$ cat config.mk
export PLATFORM = sky130hd
export DESIGN_NAME = dcache_refill_ctrl
export DESIGN_NICKNAME = d
export VERILOG_FILES = /design/src/rtl/dcache_refill_ctrl.sv
export SDC_FILE = /design/constraint.sdc
export NUM_CORES = 1
export LEC_CHECK = 0
export BUFFER_PORTS_ARGS = -buffer_cell sky130_fd_sc_hd__buf_4
export CORE_MARGIN = 3
export CORE_UTILIZATION = 53
export DETAILED_ROUTE_END_ITERATION = 8
export GPL_ROUTABILITY_DRIVEN = 0
export PLACE_DENSITY_LB_ADDON = 0.2
export SLEW_MARGIN = 0
export SYNTH_ARGS = -nofsm -noshare
export SYNTH_HDL_FRONTEND = slang
export SYNTH_SLANG_ARGS = --single-unit
$ cat constraint.sdc
create_clock -name clk -period 12 [get_ports clk]
set_clock_uncertainty 0.05 [all_clocks]
set_input_delay 1.2 -clock clk [delete_from_list [all_inputs] [get_ports clk]]
set_output_delay 1.2 -clock clk [all_outputs]
set_load 0.02 [all_outputs]
$ cat src/rtl/dcache_refill_ctrl.sv
// Data-cache miss refill controller with write-through store path.
// Optional 2-entry store buffer is enabled by defining DCACHE_WBUF_EN.
module dcache_refill_ctrl (
  input  logic        clk,
  input  logic        rst,
  input  logic        cpu_rd_req,
  input  logic [31:0] cpu_rd_addr,
  input  logic        cache_hit,
  input  logic        cpu_wr_req,
  input  logic [31:0] cpu_wr_addr,
  input  logic [31:0] cpu_wr_data,
  output logic        stall,
  output logic [31:0] rd_data,
  output logic        rd_data_valid,
  output logic        fill_en,
  output logic [31:0] fill_addr,
  output logic [63:0] fill_data,
  output logic        mem_req_valid,
  input  logic        mem_req_ready,
  output logic        mem_req_we,
  output logic [31:0] mem_req_addr,
  output logic [31:0] mem_req_wdata,
  input  logic        mem_rsp_valid,
  input  logic [31:0] mem_rsp_data
);

  typedef enum logic [2:0] {
    ST_IDLE = 3'd0,
    ST_REQ1 = 3'd1,
    ST_RSP1 = 3'd2,
    ST_REQ2 = 3'd3,
    ST_RSP2 = 3'd4,
    ST_FILL = 3'd5,
    ST_WR   = 3'd6
  } state_t;

  state_t      state_r;
  state_t      state_s;
  logic [31:0] miss_addr_r;
  logic [31:0] word1_r;
  logic [31:0] word2_r;
  logic [31:0] word1_s;
  logic [31:0] word2_s;
  logic        pop_s;
  logic        wr_pending_s;
  logic        wr_block_s;
  logic [31:0] wr_head_addr_s;
  logic [31:0] wr_head_data_s;

  // Merged load data: the misaligned word straddles word1 (low) and word2 (high).
  function automatic logic [31:0] merge_word(input logic [31:0] w1,
                                             input logic [31:0] w2,
                                             input logic [1:0]  ofs);
    return 32'({w2, w1} >> {ofs, 3'b000});
  endfunction

  assign pop_s = (state_r == ST_WR) && mem_req_valid && mem_req_ready;

`ifdef DCACHE_WBUF_EN
  logic [31:0] wb_addr_r [2];
  logic [31:0] wb_data_r [2];
  logic        wb_rd_ptr_r;
  logic        wb_wr_ptr_r;
  logic [1:0]  wb_count_r;
  logic        push_s;

  assign push_s         = cpu_wr_req && !stall;
  assign wr_pending_s   = (wb_count_r != 2'd0);
  assign wr_block_s     = cpu_wr_req && (wb_count_r == 2'd2) && !pop_s;
  assign wr_head_addr_s = wb_addr_r[wb_rd_ptr_r];
  assign wr_head_data_s = wb_data_r[wb_rd_ptr_r];

  // Store buffer storage, pointers and occupancy (push and pop may coincide)
  always_ff @(posedge clk or posedge rst) begin
    if (rst) begin
      for (int i = 0; i < 2; i++) begin
        wb_addr_r[i] <= 32'd0;
        wb_data_r[i] <= 32'd0;
      end
      wb_rd_ptr_r <= 1'b0;
      wb_wr_ptr_r <= 1'b0;
      wb_count_r  <= 2'd0;
    end else begin
      if (push_s) begin
        wb_addr_r[wb_wr_ptr_r] <= cpu_wr_addr;
        wb_data_r[wb_wr_ptr_r] <= cpu_wr_data;
        wb_wr_ptr_r            <= ~wb_wr_ptr_r;
      end
      if (pop_s) begin
        wb_rd_ptr_r <= ~wb_rd_ptr_r;
      end
      case ({push_s, pop_s})
        2'b10:   wb_count_r <= wb_count_r + 2'd1;
        2'b01:   wb_count_r <= wb_count_r - 2'd1;
        default: wb_count_r <= wb_count_r;
      endcase
    end
  end
`else
  // Without a buffer the store itself is the pending write; the CPU holds it under stall.
  assign wr_pending_s   = cpu_wr_req;
  assign wr_block_s     = cpu_wr_req && !pop_s;
  assign wr_head_addr_s = cpu_wr_addr;
  assign wr_head_data_s = cpu_wr_data;
`endif

  assign stall = (cpu_rd_req && !cache_hit && (state_r != ST_FILL)) || wr_block_s;

  // Response capture view used both for the word registers and the fill outputs
  always_comb begin
    word1_s = word1_r;
    word2_s = word2_r;
    if ((state_r == ST_RSP1) && mem_rsp_valid) begin
      word1_s = mem_rsp_data;
    end else if ((state_r == ST_RSP2) && mem_rsp_valid) begin
      word2_s = mem_rsp_data;
    end else begin
      word1_s = word1_r;
    end
  end

  // Next-state logic; pending writes drain before any read miss is serviced
  always_comb begin
    state_s = state_r;
    case (state_r)
      ST_IDLE: begin
        if (wr_pending_s) begin
          state_s = ST_WR;
        end else if (cpu_rd_req && !cache_hit) begin
          state_s = ST_REQ1;
        end else begin
          state_s = ST_IDLE;
        end
      end
      ST_REQ1: begin
        if (mem_req_valid && mem_req_ready) begin
          state_s = ST_RSP1;
        end else begin
          state_s = ST_REQ1;
        end
      end
      ST_RSP1: begin
        if (mem_rsp_valid) begin
          state_s = (miss_addr_r[1:0] != 2'b00) ? ST_REQ2 : ST_FILL;
        end else begin
          state_s = ST_RSP1;
        end
      end
      ST_REQ2: begin
        if (mem_req_valid && mem_req_ready) begin
          state_s = ST_RSP2;
        end else begin
          state_s = ST_REQ2;
        end
      end
      ST_RSP2: begin
        if (mem_rsp_valid) begin
          state_s = ST_FILL;
        end else begin
          state_s = ST_RSP2;
        end
      end
      ST_FILL: state_s = ST_IDLE;
      ST_WR: begin
        if (pop_s) begin
          state_s = ST_IDLE;
        end else begin
          state_s = ST_WR;
        end
      end
      default: state_s = ST_IDLE;
    endcase
  end

  // State register
  always_ff @(posedge clk or posedge rst) begin
    if (rst) begin
      state_r <= ST_IDLE;
    end else begin
      state_r <= state_s;
    end
  end

  // Miss address and captured words; the miss address is latched so a dropped load still fills
  always_ff @(posedge clk or posedge rst) begin
    if (rst) begin
      miss_addr_r <= 32'd0;
      word1_r     <= 32'd0;
      word2_r     <= 32'd0;
    end else if ((state_r == ST_IDLE) && (state_s == ST_REQ1)) begin
      miss_addr_r <= cpu_rd_addr;
      word1_r     <= 32'd0;
      word2_r     <= 32'd0;
    end else begin
      word1_r <= word1_s;
      word2_r <= word2_s;
    end
  end

  // Memory request registers: loaded on state entry, held while waiting for ready
  always_ff @(posedge clk or posedge rst) begin
    if (rst) begin
      mem_req_valid <= 1'b0;
      mem_req_we    <= 1'b0;
      mem_req_addr  <= 32'd0;
      mem_req_wdata <= 32'd0;
    end else begin
      mem_req_valid <= (state_s inside {ST_REQ1, ST_REQ2, ST_WR});
      if (state_s != state_r) begin
        case (state_s)
          ST_REQ1: begin
            mem_req_we    <= 1'b0;
            mem_req_addr  <= {cpu_rd_addr[31:2], 2'b00};
            mem_req_wdata <= 32'd0;
          end
          ST_REQ2: begin
            mem_req_we    <= 1'b0;
            mem_req_addr  <= {miss_addr_r[31:2], 2'b00} + 32'd4;
            mem_req_wdata <= 32'd0;
          end
          ST_WR: begin
            mem_req_we    <= 1'b1;
            mem_req_addr  <= wr_head_addr_s;
            mem_req_wdata <= wr_head_data_s;
          end
          default: begin
            mem_req_we    <= mem_req_we;
            mem_req_addr  <= mem_req_addr;
            mem_req_wdata <= mem_req_wdata;
          end
        endcase
      end
    end
  end

  // Fill and load-return outputs, valid for exactly the FILL cycle
  always_ff @(posedge clk or posedge rst) begin
    if (rst) begin
      fill_en       <= 1'b0;
      rd_data_valid <= 1'b0;
      fill_addr     <= 32'd0;
      fill_data     <= 64'd0;
      rd_data       <= 32'd0;
    end else begin
      fill_en       <= (state_s == ST_FILL);
      rd_data_valid <= (state_s == ST_FILL);
      if (state_s == ST_FILL) begin
        fill_addr <= miss_addr_r;
        fill_data <= {word2_s, word1_s};
        rd_data   <= merge_word(word1_s, word2_s, miss_addr_r[1:0]);
      end
    end
  end

endmodule

**Word-level counts from Yosys, hierarchy flattened**

Index checks and enable logic that the tools add are counted.
W data, S select, Z words.

- Bits in registers: 294
- Bits of input ports: 135
- Logic and storage cells: 61
- Output and inout bits: 197

- Eq/ne operators: 11
- Add/subtract/negate cells: 1
- Multiplexer cells: 17
- Shift-type cells: 1
- Reductions and logical operators: 19

Operators with widths:

| operator | count |
|---|---|
| $mux W32 | 5 |
| $pmux W32 S3 | 1 |
| $pmux W32 S2 | 1 |
| $shr A64 B5 Y32 | 1 |
| $add A32 B3 Y32 const B | 1 |
| $pmux W3 S6 | 1 |
| $mux W3 | 5 |
| $eq A3 B3 Y1 const B | 4 |
| $eq A3 B2 Y1 const B | 3 |
| $logic_and A1 B1 Y1 | 9 |
| $eq A3 B1 Y1 const B | 2 |
| $reduce_and A2 Y1 | 2 |
| $reduce_bool A2 Y1 | 2 |
| $logic_not A3 Y1 | 1 |
| $ne A3 B3 Y1 | 1 |
| $ne A3 B3 Y1 const B | 1 |
| $reduce_bool A3 Y1 | 1 |
| $logic_not A1 Y1 | 2 |
| $mux W1 | 2 |
| $mux W2 | 1 |
| $pmux W1 S2 | 1 |
| $reduce_or A2 Y1 | 1 |
| $logic_or A1 B1 Y1 | 1 |

**Longest topological paths before layout**

- Depth in word-level cells: 9
- Mapped depth: 11
- Gate-level depth less buffers: 7

**Worst setup path before layout**

No wires, ideal clock.

- Kind: input -> output
- Start: input port cpu_rd_req
- End: output port stall
- Slack: 8939 ps
- Buffers on the path: 0
- Stages on the path: 3
- Data required time: 10750 ps
- Arrival time: 1811 ps
- Path through: nor2b_1 > o41ai_1 > a21oi_1

- Word-level cells in the longest chain between the ends: 3

RTL lines:

| element | RTL line | text |
|---|---|---|
| start: declaration | 6 | `input logic cpu_rd_req,` |
| $logic_and A1 B1 Y1 (2 in series) | 107 | `assign stall = (cpu_rd_req && !cache_hit && (state_r != ST_FILL)) \|\| wr_block_s;` |
| $logic_or A1 B1 Y1 | 107 |  |
| end: declaration | 12 | `output logic stall,` |

Every way passes these cells.

**Worst setup path after layout**

- Start: input port cpu_rd_req
- End: register fill_data[35]

- Word-level cells in the longest chain between the ends: 5

RTL lines:

| element | RTL line | text |
|---|---|---|
| $logic_and A1 B1 Y1 | 129 | `end else if (cpu_rd_req && !cache_hit) begin` |
| $mux W1 | 129 |  |
| $mux W3 | 127 | `if (wr_pending_s) begin` |
| $pmux W3 S6 | 125 | `case (state_r)` |
| $eq A3 B3 Y1 | 247 | `if (state_s == ST_FILL) begin` |
| end signal: assignment | 249 | `fill_data <= {word2_s, word1_s};` |
| end: declaration | 17 | `output logic [63:0] fill_data,` |

Every way passes these cells.
A chain may end at the register's enable or synchronous reset.

==> impl_metrics.json <==
{
  "yosys.area.top_type": "dfrtp_1",
  "yosys_most_used_dff": "dfrtp_1",
  "hp-class": "register to register",
  "min_path_cells": 2,
  "synth.mux.area_fraction": 0.1503,
  "path_max_fanout": 111,
  "setup_viol": 0,
  "multi_input_area_sq_mm": 0.005082,
  "drive_above_1_share": 0.3203,
  "final_common_cell": "buf_4",
  "area_growth_pct": 27.64,
  "critPathCaptureType": "register",
  "holdCritStartpoint": "mem_req_addr[27]",
  "n_fill_cell": 1781,
  "ys_warn_count": 0,
  "dr.pass1.iters": 5,
  "startpoint_type": "input pin",
  "rrSetupSlack_ns": 7.80,
  "regArea_sq_mm": 0.007360,
  "cts_buffer_depth": 3,
  "cts_buffers": 30,
  "ys_ff_latch": 294,
  "worstReg2RegStart": "state_r[2]",
  "power.density_mw_per_mm2": 306.7,
  "ys_seq_area_frac": 0.5678,
  "dpl.hpwl_um": 26600,
  "crit_chain": "buf_4 -> nor2b_1 -> and3_4 -> nor3_1 -> or2_4 -> buf_4 -> buf_4 -> o21ai_0",
  "num_vias": 9905,
  "run_status": "complete, no violations",
  "synth_compound_gate_area_share": 0.1169,
  "cp.required_ns": 12.30,
  "cts_tree": "yes",
  "synth-simple-area-share": 0.1044,
  "grt_start_max_net_pins": 146,
  "clkTransAtPathRegs_ns": 0.06,
  "io_buffers": 331,
  "synth_area_sq_mm": 0.01296,
  "synthXorXnorAreaFrac": 0.01893,
  "clock_sinks": 294,
  "dieArea_sq_mm": 0.02636,
  "root_buffer": "clkbuf_16",
  "whs_endpoint": "mem_req_addr[27]",
  "relSlewSlack": 0.1462,
  "synthArstFlopShare": 1.000,
  "synth_top_family_by_area": "multiplexers",
  "tns_ns": 0,
  "start_util": 0.5455,
  "grt_pass1_vias": 9773,
  "synthDistinctLibCells": 51,
  "fin_crit_ns": 4.452,
  "slowest_delay_ns": 0.91,
  "ioPinCount": 332,
  "finalMaxSlewViolations": 0,
  "cts_resized": 0,
  "wl_per_cell_um": 21.12,
  "placedCellCount": 1721,
  "syn_area_per_cell_sq_um": 11.32,
  "clk_latency_ns": 0.54,
  "synthCells": 1145,
  "hold_viol_final": 0,
  "cp_slowest_cell": "buf_4",
  "ant_nets": 0,
  "antenna_found_initial": 0,
  "power.leakage_nw": 8.003,
  "r2r_end": "fill_data[35]",
  "htreeDepth": 1,
  "timing.final.crit_share": 0.3710,
  "final_nets": 1570,
  "drt_iter0_drc": 656,
  "die_h_um": 162.4,
  "worstSetupPathType": "input pin to register",
  "route.detailed.drc": 0,
  "ctsHoldBuffers": 0,
  "fp.dieW_um": 162.4,
  "synth_top_area_share": 0.5678,
  "vdd_ir_drop_max_v": 0.0001861,
  "max_freq_ghz": 0.2246,
  "critPathArrivalTime_ns": 4.76,
  "post_cts_buffers": 0,
  "rows": 56,
  "ff2ff_path_depth": 7,
  "rsz0062_at_grt": "no",
  "wirelength_um": 37540,
  "grt_overflow": 0,
  "synth_edf_count": 0,
  "maxCapViolations": 0,
  "cp_common_cell": "buf_4",
  "antenna_cells": 0,
  "track_usage": 0.2746,
  "synth_fa_ha_area_frac": 0.0009656,
  "syn_nets": 1281,
  "vias_per_cell": 5.574,
  "max_slew.worst_pin.slew_ns": 1.281,
  "fin_cells": 1777,
  "yosys-top-cells-area": "dfrtp_1 57%, mux2i_1 9.3%, nand2_1 4.1%",
  "layout_common_cells": "342 x buf_4, 292 x dfrtp_1, 141 x nand2_1",
  "grt_pass1_wl_um": 56600,
  "core-area_sq_mm": 0.02375
}
==> cells by family (layout without fill, tap and decap cells) <==
family          count (synthesis)  count (layout)
buf+inv                        95             408
compound gates                238             238
simple gates                  312             312
flops                         294             294
xor+xnor                       28              28
fa+ha+maj                       1               1
mux                           177             177
==> power breakdown <==
part | leakage (nW) | internal, mW | switching (mW)
combinational | 3.77 | 0.960 | 1.37
sequential | 3.70 | 1.44 | 0.303
clock | 0.533 | 0.625 | 0.382
total | 8.00 | 3.02 | 2.05
==> stage by stage <==
step | setup WS (ns) | hold slack [ns] | instance area (sq um) | total power, mW | util
after global routing | 7.298 | 0.4477 | 16540 | 5.369 | 0.6963
after global placement | 7.217 | 0.4113 | 15450 | 4.010 | 0.6506
after floorplan | 2.631 | 0.4252 | 12960 | 3.255 | -
final | 7.548 | 0.4291 | 16540 | 5.072 | 0.6963
after CTS | 7.612 | 0.4346 | 16540 | 5.097 | 0.6963
after detailed placement | 7.063 | 0.4209 | 15450 | 4.077 | 0.6506
==> per-layer routing <==
metal | wire length, um | part of all wire | vias up | global-route usage
li1 | - | - | 4582 | -
met1 | 15260 | 0.41 | 4892 | 0.3595
met2 | 18430 | 0.49 | 358 | 0.4671
met3 | 2453 | 0.065 | 73 | 0.04552
met4 | 1395 | 0.037 | 0 | 0.09577
met5 | 0 | 0 | - | 0
==> worst max path at each step <==
stage                     from       endpoint  slack, ns  depth (start not counted)
detailed placement  cpu_rd_req   fill_addr[4]       7.06                          8
floorplan                  rst   fill_addr[0]       2.63                          1
CTS                 cpu_rd_req  fill_data[35]       7.61                          8
global placement    cpu_rd_req   fill_addr[4]       7.22                          8
global route        cpu_rd_req  fill_data[35]       7.30                          8
finish              cpu_rd_req  fill_data[35]       7.55                          8
==> worst max-delay path, delay by kind of cell <==
| kind | cells | cell delay (ns) |
|---|---|---|
| compound gates | 1 | 0.27 |
| buf+inv | 3 | 1.80 |
| simple gates | 4 | 1.35 |
==> Yosys cell counts (22+ instances only) <==
cell type / number
dfrtp_1: 294
nand2_1: 141
mux2i_1: 121
nor2_1: 102
o21ai_0: 100
a22o_1: 34
buf_2: 32
clkbuf_1: 30
mux2_2: 28
mux2_4: 28
a21oi_1: 23
o21ai_1: 22
==> sequential cells by signal, summed over array words and instances (netlist names) <==
signal,flops
fill_addr,32
fill_data,64
fill_en,1
mem_req_addr,32
mem_req_valid,1
mem_req_wdata,32
mem_req_we,1
miss_addr_r,32
rd_data,32
state_r,3
word1_r,32
word2_r,32
==> layout make-up <==
class | instances | area share
clock inverters | 16 | 0.01422
multi-input cells | 756 | 0.3073
inverters | 10 | 0.002724
repair buffers | 342 | 0.1552
well taps | 319 | 0.02413
flip-flops and latches | 294 | 0.4450
clock buffers | 40 | 0.05137
Note: power is estimated with default switching activity, not from simulation.
